==> config.mk <==
export PLATFORM = sky130hd
export DESIGN_NAME = ni_output_arbiter
export DESIGN_NICKNAME = d
export VERILOG_FILES = /design/src/rtl/ni_output_arbiter.sv
export SDC_FILE = /design/constraint.sdc
export NUM_CORES = 1
export LEC_CHECK = 0
export BUFFER_PORTS_ARGS = -buffer_cell sky130_fd_sc_hd__buf_2
export CORE_ASPECT_RATIO = 1.5
export CORE_MARGIN = 2
export CORE_UTILIZATION = 43
export DETAILED_ROUTE_END_ITERATION = 12
export PLACE_DENSITY_LB_ADDON = 0.3
export SYNTH_ARGS = -nofsm -noshare
export SYNTH_HDL_FRONTEND = slang
export SYNTH_SLANG_ARGS = --single-unit
==> constraint.sdc <==
create_clock -name clk -period 3.45 [get_ports clk]
set_clock_uncertainty 0.2 [all_clocks]
set_input_delay 0.69 -clock clk [delete_from_list [all_inputs] [get_ports clk]]
set_output_delay 0.69 -clock clk [all_outputs]
set_load 0.005 [all_outputs]
==> src/rtl/ni_output_arbiter.sv <==
// ============================================================================
// Module  : ni_output_arbiter
// Brief   : Round-robin, credit-gated scheduler for the NI router injection port
// Revision: 1.0
// ============================================================================
`default_nettype none

module ni_output_arbiter #(
  parameter int ROUTER_WIDTH = 36,
  parameter int CREDIT_NUM   = 4,
  parameter int CREDIT_WIDTH = 3
) (
  input  logic                    clk,
  input  logic                    rst_n,
  input  logic                    router_rdy_i,
  input  logic                    hold_req_i,
  input  logic                    rd_valid_i,
  input  logic [ROUTER_WIDTH-1:0] rd_data_i,
  output logic                    rd_grant_o,
  input  logic                    res_valid_i,
  input  logic [ROUTER_WIDTH-1:0] res_data_i,
  output logic                    res_grant_o,
  input  logic                    ctl_valid_i,
  input  logic [ROUTER_WIDTH-1:0] ctl_data_i,
  output logic                    ctl_grant_o,
  input  logic                    downstream_credit_i,
  output logic                    out_data_valid_o,
  output logic [ROUTER_WIDTH-1:0] out_data_o,
  output logic [CREDIT_WIDTH-1:0] credit_cnt_o,
  output logic                    holding_o,
  output logic                    credit_err_o
);

  localparam logic [CREDIT_WIDTH-1:0] c_credit_max = CREDIT_WIDTH'(CREDIT_NUM);
  localparam logic [1:0]              c_last_req   = 2'd2;

  typedef enum logic [0:0] {
    ST_RUN  = 1'b0,
    ST_HOLD = 1'b1
  } state_e;

  state_e                  state_q, state_d;
  logic [1:0]              rr_ptr_q, rr_ptr_d;
  logic [CREDIT_WIDTH-1:0] credit_q, credit_d;
  logic                    credit_err_q, credit_err_d;
  logic                    out_valid_q, out_valid_d;
  logic [ROUTER_WIDTH-1:0] out_data_q, out_data_d;

  logic [2:0]              w_req;
  logic [2:0]              w_gnt;
  logic                    w_any;
  logic [1:0]              w_win;
  logic                    w_grant_en;
  logic [2:0]              w_idx;
  logic [ROUTER_WIDTH-1:0] w_win_data;

  assign w_req      = {ctl_valid_i, res_valid_i, rd_valid_i};
  // A credit returned this cycle is deliberately not counted here (no bypass).
  assign w_grant_en = (state_q == ST_RUN) && router_rdy_i && (credit_q != '0);

  always_comb begin
    w_gnt = '0;
    w_any = 1'b0;
    w_win = rr_ptr_q;
    w_idx = '0;
    if (w_grant_en) begin
      for (int k = 0; k < 3; k++) begin
        w_idx = {1'b0, rr_ptr_q} + 3'(k);
        if (w_idx >= 3'd3) begin
          w_idx = w_idx - 3'd3;
        end
        if (!w_any && w_req[w_idx[1:0]]) begin
          w_any             = 1'b1;
          w_win             = w_idx[1:0];
          w_gnt[w_idx[1:0]] = 1'b1;
        end
      end
    end
  end

  always_comb begin
    case (w_win)
      2'd0:    w_win_data = rd_data_i;
      2'd1:    w_win_data = res_data_i;
      default: w_win_data = ctl_data_i;
    endcase
  end

  always_comb begin
    rr_ptr_d     = rr_ptr_q;
    out_valid_d  = w_any;
    out_data_d   = w_any ? w_win_data : '0;
    credit_d     = credit_q;
    credit_err_d = credit_err_q;

    if (w_any) begin
      rr_ptr_d = (w_win == c_last_req) ? 2'd0 : w_win + 2'd1;
    end

    case ({w_any, downstream_credit_i})
      2'b10: credit_d = credit_q - 1'b1;
      2'b01: begin
        // Over-return saturates and is latched as an error until reset.
        if (credit_q == c_credit_max) begin
          credit_err_d = 1'b1;
        end else begin
          credit_d = credit_q + 1'b1;
        end
      end
      default: credit_d = credit_q;
    endcase
  end

  always_comb begin
    state_d = state_q;
    case (state_q)
      ST_RUN:  if (hold_req_i)  state_d = ST_HOLD;
      ST_HOLD: if (!hold_req_i) state_d = ST_RUN;
      default: state_d = ST_RUN;
    endcase
  end

  always_ff @(posedge clk or negedge rst_n) begin
    if (!rst_n) begin
      state_q      <= ST_RUN;
      rr_ptr_q     <= 2'd0;
      credit_q     <= c_credit_max;
      credit_err_q <= 1'b0;
      out_valid_q  <= 1'b0;
      out_data_q   <= '0;
    end else begin
      state_q      <= state_d;
      rr_ptr_q     <= rr_ptr_d;
      credit_q     <= credit_d;
      credit_err_q <= credit_err_d;
      out_valid_q  <= out_valid_d;
      out_data_q   <= out_data_d;
    end
  end

  assign rd_grant_o       = w_gnt[0];
  assign res_grant_o      = w_gnt[1];
  assign ctl_grant_o      = w_gnt[2];
  assign out_data_valid_o = out_valid_q;
  assign out_data_o       = out_data_q;
  assign credit_cnt_o     = credit_q;
  assign holding_o        = (state_q == ST_HOLD);
  assign credit_err_o     = credit_err_q;

endmodule

`default_nettype wire

==> impl_results.md, run 1 <==
- Final WS setup: 0.141 ns
- Row cnt: 34
- Initial antenna violation count: 0
- Smallest hold slack: 0.281 ns
- Drt via density: 5.22
- Antenna-violating nets left: 0
- Final instance area: 3490 um^2
- Netlist cell types: 47
- Worst-Margin Slew: 0.946 ns
- Synth top area share: 41.4%
- Yosys reg bits: 44
- CP Capture Type: output pin
- Initial Util: 44.5%
- Core Box Area: 5830 um^2
- Post-Layout Cell Count: 481
- Fillers: 544
- Placed cells: 474
- Critical path class: flop to output pin
- Period utilisation layout: 95.9%
- Final core occ: 59.9%
- Worst IR drop on VDD: 0.367 mV
- Syn Std Cell Area: 2600 um^2
- Max Slew Vio Count: 0
- Path type of the worst min-delay path: flop to flop
- Pin count of the biggest net entering global routing: 53
- Die width: 67.4 um
- GR peak layer: met2
- Routability cong.: 0.829
- Synth top cells by count: dfrtp_1, o21ai_0, mux2i_1
- H-tree levels: 2
- Ys flop type: dfrtp_1
- Vias in the first global route: 2,427
- Multi-input logic area: 1340 um^2
- Die area: 6690 um^2
- Syn Inst Count: 258
- Post-route DRC: 0
- Io pins: 161
- Slew HR: 36.9%
- Overall power: 2.68 mW
- Via Count: 2,511
- Met3 GRT Util: 4.07%
- Share of cells above drive strength 1: 45.2%
- Pleak: 1.84 nW
- Syn_area_per_cell: 10.1 um^2
- CP required: 2.56 ns
- Max-cap violations: 0
- Area Overhead vs Synth: 34.5%
- Worst Path Arrival: 2.42 ns
- Synth area leader: dfrtp_1
- Most common cell in the netlist: dfrtp_1
- Post-synth net total: 379
- Nets: 530
- Aggregate global routing overflow: 0
- Yosys Warn Count: 0
- Largest cells by area after synthesis: dfrtp_1, mux2i_1, o21ai_0
- Most used cell along the critical path: nor2_1
- Critical Path Fanout Max: 9
- Clock Latency Late Sink: 0.29 ns
- Hpwl dp: 5.49 mm
- PortBufs: 160
- Async S/R FF share, synth: 100%
- Crit start category: flop
- Drt total wl: 7.09 mm
- Die span in y: 99.2 um
- Reg area: 1100 um^2
- N_diodes: 0
- Tmin final: 3.31 ns
- All-layer global routing usage: 21.9%
- Post-synth EDFFs: 0
- Max Clock Freq: 302 MHz
- Post-synthesis sequential area ratio: 42.5%
- First-pass GRT wire length: 11.1 mm
- 1st-pass router iterations: 4
- Clock Root Buffer: clkbuf_8
- CP peak stage delay: 0.45 ns
- PwrDens: 768 nW/um^2
- Hold Violations, Final: 0
- Clk sinks: 44
- Status: finished, final reports clean
- Max Root-Sink Buffers: 2
- Grt met2 use: 39.5%
- Routed len/inst: 14.7 um
- Setup_tns: 0 ns
- TritonCTS clock tree: built
- Met1 Use GR: 24.2%
- # setup viols final: 0
- CP top delay family: simple AND/OR/NAND/NOR gates
- Initial drt markers: 113
- Number of buffers created by CTS: 5
- CP Cell Sequence: inv_1 -> ha_2 -> nor2b_1 -> o21a_1 -> or3_4 -> nor2_1 -> a221oi_1 -> nor2_1 -> buf_2
- Worst Path Buf+Inv: 2
- Slowest CP cell: dfrtp_2
- Clock Pin Slew Worst Setup and Hold Paths: 0.08 ns
- DP Area: 3390 um^2
- Pre-CTS setup slack: 0.272 ns
-- path summary, 6_finish.rpt --
check,cells past startpoint,slack (ns),to,from
worst max-delay path,9,0.14,rd_grant_o,rr_ptr_q[0]
worst min register to register,1,0.28,credit_err_o,credit_err_o
min in group asynchronous,1,0.34,out_data_o[9],rst_n
max in group asynchronous,1,2.06,rr_ptr_q[0],rst_n
worst min-delay path,1,0.28,credit_err_o,credit_err_o
worst max register to register,9,0.40,out_data_o[35],rr_ptr_q[0]
-- layout make-up --
cell class              count  area share (%)
clock inverters             1           0.143
repair buffers            165            24.4
inverters                   7           0.752
multi-input cells         186            38.5
flip-flops and latches     44            31.6
well taps                  72            2.58
clock buffers               6            2.08
-- worst reg2reg max path, delay by kind of cell, from the launching register on --
family                   cells  cell delay [ns]
AO/OA/AOI/OAI                4             0.94
adder cells (fa/ha/maj)      1             0.20
buffers and inverters        3             0.83
flip-flops                   1             0.45
multiplexers                 1             0.31
-- cell families (layout without fill, tap and decap cells) --
family | Yosys count | in the layout | synth area share (%)
AOI/OAI and AO/OA | 106 | 106 | 23.7
DFF | 44 | 44 | 42.5
muxes | 40 | 40 | 15.4
and+or+nand+nor | 34 | 34 | 8.24
buffers and inverters | 28 | 179 | 7.18
adders and majority gates | 5 | 5 | 2.70
xor gates and xnor gates | 1 | 1 | 0.337
-- metal layers --
metal	vias to the layer above	part of all wire (%)	routed length, um
met4	0	2.9	206
met2	98	55	3890
met5	-	0	0
met1	1154	37	2610
met3	16	5.4	385
li1	1243	-	-
-- where the power goes --
part / switching [mW] / total, mW / leakage (nW) / internal, mW
combinational: 0.894 / 1.62 / 1.22 / 0.726
sequential: 0.0879 / 0.760 / 0.582 / 0.672
clock: 0.163 / 0.301 / 0.0410 / 0.138
total: 1.14 / 2.68 / 1.84 / 1.54
-- registers in the layout, summed over array words and instances, names as in the netlist --
name and count:
holding_o 1, out_data_valid_o 1, credit_err_o 1, rr_ptr_q 2, credit_cnt_o 3, out_data_o 36
-- timing repair --
item | 4_1_cts | 5_1_grt
hold buffers | 0 | 0
resized for setup | 1 | 6
endpoints found under the setup margin | 1 | 30
setup buffers | 0 | 0
-- cell usage in the layout (no fill, tap or decap), drive strengths merged, types with 3 or more instances in the layout --
cell | Yosys | final
mux2i | 40 | 40
nand2 | 4 | 4
buf | 13 | 165
dfrtp | 43 | 43
nor2b | 5 | 5
a22oi | 3 | 3
ha | 4 | 4
clkbuf | 8 | 6
a21oi | 40 | 40
nor3 | 3 | 3
nor2 | 10 | 10
o21ai | 45 | 45
inv | 7 | 7
o21a | 3 | 3
Note: power is estimated with default switching activity, not from simulation.
==> inputs of run 2 (changes only) <==
Settings changed: CORE_UTILIZATION 43 to 44, CTS_BUF_LIST set to sky130_fd_sc_hd__clkbuf_2.
==> impl_results.md, run 2 (synthesis gave the netlist of run 1 again) <==
- Max FFs per register: 36 (unchanged)
- Drt total wl: 7.47 mm (was 7.09 mm)
- Number of buffers created by CTS: 5 (unchanged)
- Final core occ: 61.9% (was 59.9%)
- Share of cells above drive strength 1: 47.7% (was 45.2%)
- Post-Layout Cell Count: 491 (was 481)
- Smallest hold slack: 0.197 ns (was 0.281 ns)
- Io pins: 161 (unchanged)
- 1st-pass router iterations: 4 (unchanged)
- Tmin final: 3.34 ns (was 3.31 ns)
- Commonest non-fill, non-tap cell in the layout: buf_2 (unchanged)
- Vias in the first global route: 2,532 (was 2,427)
- Hpwl dp: 5.66 mm (was 5.49 mm)
- Pre-CTS setup slack: 0.231 ns (was 0.272 ns)
- Antenna-violating nets left: 0 (unchanged)
- Post-route DRC: 0 (unchanged)
- PwrDens: 773 nW/um^2 (was 768 nW/um^2)
- Clk sinks: 44 (unchanged)
- CP Capture Type: output pin (unchanged)
- Routed len/inst: 15.2 um (was 14.7 um)
- Crit start category: flop (unchanged)
- Drt via density: 5.29 (was 5.22)
- TritonCTS clock tree: built (unchanged)
- Initial antenna violation count: 0 (unchanged)
- Max Slew Vio Count: 0 (unchanged)
- Core Box Area: 5740 um^2 (was 5830 um^2)
- Placed cells: 474 (unchanged)
- Final instance area: 3550 um^2 (was 3490 um^2)
- Nets: 539 (was 530)
- Area Overhead vs Synth: 36.9% (was 34.5%)
- Die area: 6540 um^2 (was 6690 um^2)
- Period utilisation layout: 96.7% (was 95.9%)
- First-pass GRT wire length: 11.5 mm (was 11.1 mm)
- Clock Pin Slew Worst Setup and Hold Paths: 0.20 ns (was 0.08 ns)
- Overall power: 2.75 mW (was 2.68 mW)
- Die width: 66.7 um (was 67.4 um)
- Max Root-Sink Buffers: 2 (unchanged)
- N_diodes: 0 (unchanged)
- Critical path class: flop to output pin (unchanged)
- Final WS setup: 0.113 ns (was 0.141 ns)
- Fillers: 554 (was 544)
- PortBufs: 160 (unchanged)
- Setup_tns: 0 ns (unchanged)
- Status: finished, final reports clean (unchanged)
- # setup viols final: 0 (unchanged)
- Commonest non-fill, non-tap cells in the layout: buf_2, o21ai_0, dfrtp_1 (was buf_2, dfrtp_1, o21ai_0)
- Slew HR: 35.1% (was 36.9%)
- Initial Util: 45.2% (was 44.5%)
- CP required: 2.56 ns (about the same)
- Via Count: 2,598 (was 2,511)
- All-layer global routing usage: 22.7% (was 21.9%)
- Max Clock Freq: 300 MHz (was 302 MHz)
- Max-cap violations: 0 (unchanged)
- RSZ-0062 raised after global routing: yes
- Initial drt markers: 130 (was 113)
- Worst-Margin Slew: 0.974 ns (was 0.946 ns)
- DP Area: 3390 um^2 (unchanged)
- Path type of the worst min-delay path: primary input to flop (was flop to flop)
- H-tree levels: 2 (unchanged)
- Aggregate global routing overflow: 0 (unchanged)
- Clock Latency Late Sink: 0.39 ns (was 0.29 ns)
- Critical Path Fanout Max: 6 (was 9)
- Die span in y: 98.1 um (was 99.2 um)
- Clock Root Buffer: clkbuf_2 (was clkbuf_8)
- Pleak: 1.88 nW (was 1.84 nW)
- Pin count of the biggest net entering global routing: 45 (was 53)
- Hold Violations, Final: 0 (unchanged)
- Worst Path Arrival: 2.45 ns (was 2.42 ns)
- Worst IR drop on VDD: 0.334 mV (was 0.367 mV)
- Row cnt: 34 (unchanged)
- Routability cong.: 0.863 (was 0.829)
[run 2: layout make-up]
type	instances	area, um^2	area share [%]
Sequential cell	44	1100	31.1
Inverter	7	28.8	0.810
Timing Repair Buffer	174	920	25.9
Multi-Input combinational cell	186	1370	38.6
Tap cell	72	90.1	2.53
Clock buffer	7	35.0	0.986
Clock inverter	1	3.75	0.106
[run 2: worst max-delay path: stages (launching register included)]
cell and delay, ns:
dfrtp_2 0.48, buf_6 0.13, ha_4 0.26, nor2b_4 0.14, o21a_1 0.19, or3_4 0.41
nor2_4 0.15, a221oi_2 0.07, nor2_1 0.11, buf_2 0.12
[run 2: layer usage]
metal | vias to the layer above | GRT usage (%) | routed length [um]
li1 | 1270 | - | -
met1 | 1179 | 24.7 | 2670
met2 | 119 | 40.5 | 4030
met3 | 30 | 3.92 | 457
met4 | 0 | 12.6 | 306
met5 | - | 0 | 0
[run 2: final timing paths]
check / from / to / slack (ns) / cells after the start
worst max-delay path: rr_ptr_q[1] / rd_grant_o / 0.11 / 9
worst min-delay path: hold_req_i / holding_o / 0.20 / 1
worst max register to register: rr_ptr_q[0] / credit_cnt_o[2] / 0.32 / 11
worst min register to register: credit_err_o / credit_err_o / 0.29 / 1
max in group asynchronous: rst_n / rr_ptr_q[0] / 2.17 / 1
min in group asynchronous: rst_n / out_data_o[34] / 0.22 / 1
[run 2: timing repair]
item                                    4_1_cts  5_1_grt
gates cloned                                  0        0
pin swaps                                     0        7
endpoints found under the setup margin        2        3
setup buffers                                 2        7
hold buffers                                  0        0
gates resized for setup                       9        7
[run 2: power breakdown]
group | leakage [nW] | internal [mW] | switching (mW)
Combinational | 1.27 | 0.814 | 0.963
Clock | 0.0306 | 0.0543 | 0.157
Sequential | 0.581 | 0.671 | 0.0889
==> inputs of run 3 (changes only) <==
Settings changed: ABC_AREA set to 1, ABC_CLOCK_PERIOD_IN_PS set to 3450, CORE_UTILIZATION 44 to 45.
==> impl_results.md, run 3 <==
- Hold Violations, Final: 0 (unchanged)
- Setup_tns: 0 ns (unchanged)
- Most common cell in the netlist: nand3_1 (was dfrtp_1)
- Setup Buffers After CTS: 0 (was 2)
- Routed len/inst: 12.2 um (was 15.2 um)
- Max Root-Sink Buffers: 2 (unchanged)
- Pin count of the biggest net entering global routing: 45 (unchanged)
- Nets: 653 (was 539)
- Clock Latency Late Sink: 0.40 ns (was 0.39 ns)
- Status: finished, final reports clean (unchanged)
- # setup viols final: 0 (unchanged)
- Max Clock Freq: 311 MHz (was 300 MHz)
- First-pass GRT wire length: 11.9 mm (was 11.5 mm)
- Syn Std Cell Area: 2800 um^2 (was 2600 um^2)
- RSZ-0062 raised after global routing: no (was yes)
- CP Capture Type: output pin (unchanged)
- Share of cells above drive strength 1: 37.5% (was 47.7%)
- Via Count: 3,017 (was 2,598)
- Yosys Warn Count: 0 (unchanged)
- Drt via density: 4.97 (was 5.29)
- Slew HR: 35.8% (was 35.1%)
- Hpwl dp: 5.73 mm (was 5.66 mm)
- Aggregate global routing overflow: 0 (unchanged)
- Max Slew Vio Count: 0 (unchanged)
- Drt total wl: 7.42 mm (was 7.47 mm)
- Worst IR drop on VDD: 0.590 mV (was 0.334 mV)
- Synth top cells by count: nand3_1, nand2_1, inv_1 (was dfrtp_1, o21ai_0, mux2i_1)
- Hold-fix buffers, CTS: 0 (unchanged)
- Ys flop type: dfrtp_1 (unchanged)
- Pleak: 2.33 nW (was 1.88 nW)
- Io pins: 161 (unchanged)
- CP required: 2.56 ns (about the same)
- Syn Inst Count: 379 (was 258)
- Initial antenna violation count: 0 (unchanged)
- Initial drt markers: 148 (was 130)
- Syn_area_per_cell: 7.39 um^2 (was 10.1 um^2)
- Tmin final: 3.22 ns (was 3.34 ns)
- N_diodes: 0 (unchanged)
- Commonest non-fill, non-tap cell in the layout: buf_2 (unchanged)
- Initial Util: 46.0% (was 45.2%)
- Post-route DRC: 0 (unchanged)
- Yosys reg bits: 44 (unchanged)
- Synth area leader: dfrtp_1 (unchanged)
- All-layer global routing usage: 22.3% (was 22.7%)
- Worst-Margin Slew: 0.963 ns (was 0.974 ns)
- H-tree levels: 2 (unchanged)
- R2R setup slack: 0.36 ns (was 0.32 ns)
- Critical R2R Launch: rr_ptr_q[1] (was rr_ptr_q[0])
- Post-synth net total: 500 (was 379)
- Routability cong.: 0.789 (was 0.863)
- Antenna-violating nets left: 0 (unchanged)
- Vias in the first global route: 2,718 (was 2,532)
- Async S/R FF share, synth: 100% (unchanged)
- Max FFs per register: 36 (unchanged)
- Netlist cell types: 31 (was 47)
- Post_cts resized: 0 (was 9)
- Crit start category: flop (unchanged)
- Commonest non-fill, non-tap cells in the layout: buf_2, nand3_1, nand2_1 (was buf_2, o21ai_0, dfrtp_1)
- Critical path class: flop to output pin (unchanged)
- Max-cap violations: 0 (unchanged)
- Die width: 68.4 um (was 66.7 um)
- Die span in y: 101 um (was 98.1 um)
- 1st-pass router iterations: 4 (unchanged)
- Number of buffers created by CTS: 5 (unchanged)
- FF-to-FF End: credit_cnt_o[2] (unchanged)
- Synth top area share: 38.4% (was 41.4%)
- Smallest hold slack: 0.185 ns (was 0.197 ns)
- Post-synth EDFFs: 0 (unchanged)
- PortBufs: 160 (unchanged)
- PwrDens: 792 nW/um^2 (was 773 nW/um^2)
- R2r worst-path depth: 14 (was 11)
- Period utilisation layout: 93.2% (was 96.7%)
- Path type of the worst min-delay path: primary input to async pin (was primary input to flop)
- Clk sinks: 44 (unchanged)
- Area Overhead vs Synth: 30.6% (was 36.9%)
- Critical Path Fanout Max: 7 (was 6)
- TritonCTS clock tree: built (unchanged)
- Largest cells by area after synthesis: dfrtp_1, nand3_1, nand2_1 (was dfrtp_1, mux2i_1, o21ai_0)
- Row cnt: 35 (was 34)
- Core Box Area: 6090 um^2 (was 5740 um^2)
- Clock Root Buffer: clkbuf_2 (unchanged)
- Worst Path Arrival: 2.33 ns (was 2.45 ns)
- Die area: 6880 um^2 (was 6540 um^2)
- Clock Pin Slew Worst Setup and Hold Paths: 0.25 ns (was 0.20 ns)
- Post-synthesis sequential area ratio: 39.4% (was 42.5%)
==> run 3: cell families after synthesis <==
kind of cell	count (synthesis)	share of synthesized area (%)
flops	44	39.4
fa+ha+maj	5	2.50
xor+xnor	2	0.626
simple gates	239	40.5
compound gates	14	3.89
buf+inv	75	13.1
==> run 3: layout make-up <==
cell class,instances,area (um^2)
clock buffers,5,25.0
fillers,608,2430
repair buffers,167,853
flip-flops and latches,44,1100
inverters,54,205
clock inverters,3,46.3
multi-input cells,260,1330
well taps,74,92.6
==> run 3: report_power, final <==
part,internal (mW),switching [mW]
sequential,0.668,0.0730
combinational,0.662,1.19
clock,0.125,0.174
total,1.45,1.44
==> run 3: how the worst max path moves through the flow <==
stage	startpoint	end	slack [ns]	cells after the start
floorplan	rr_ptr_q[1]	credit_cnt_o[2]	0.78	14
global placement	rr_ptr_q[1]	credit_cnt_o[2]	0.51	14
detailed placement	rr_ptr_q[1]	credit_cnt_o[2]	0.38	14
CTS	rr_ptr_q[1]	ctl_grant_o	0.18	9
global route	rr_ptr_q[1]	ctl_grant_o	0.04	9
finish	rr_ptr_q[1]	ctl_grant_o	0.23	9
==> run 3: through the flow <==
step / setup slack (ns) / power, mW / utilization, % / cell area, um^2 / instances
floorplan: 0.781 / 2.21 / - / 2800 / 379
global placement: 0.515 / 2.57 / 58.9 / 3580 / 599
detailed placement: 0.383 / 2.62 / 58.9 / 3580 / 599
CTS: 0.182 / 2.93 / 60.1 / 3660 / 607
global route: 0.0412 / 3.21 / 60.1 / 3660 / 607
finish: 0.233 / 2.89 / 60.1 / 3660 / 607
==> run 3: routing by layer <==
layer | track usage (%) | part of all wire, % | vias to the layer above
met3 | 4.25 | 6.3 | 12
met4 | 7.54 | 2.3 | 0
met2 | 38.4 | 53 | 115
met5 | 0 | 0 | -
met1 | 27.2 | 38 | 1368
li1 | - | - | 1522
==> run 3: worst max-delay path, cell delays in order (launching register included) <==
cell and delay (ns):
dfrtp_1 0.45, inv_1 0.18, ha_1 0.35, inv_2 0.08
nand2_2 0.08, nand2_1 0.10, a21oi_4 0.20, nand4_1 0.17
a31oi_1 0.18, buf_2 0.14
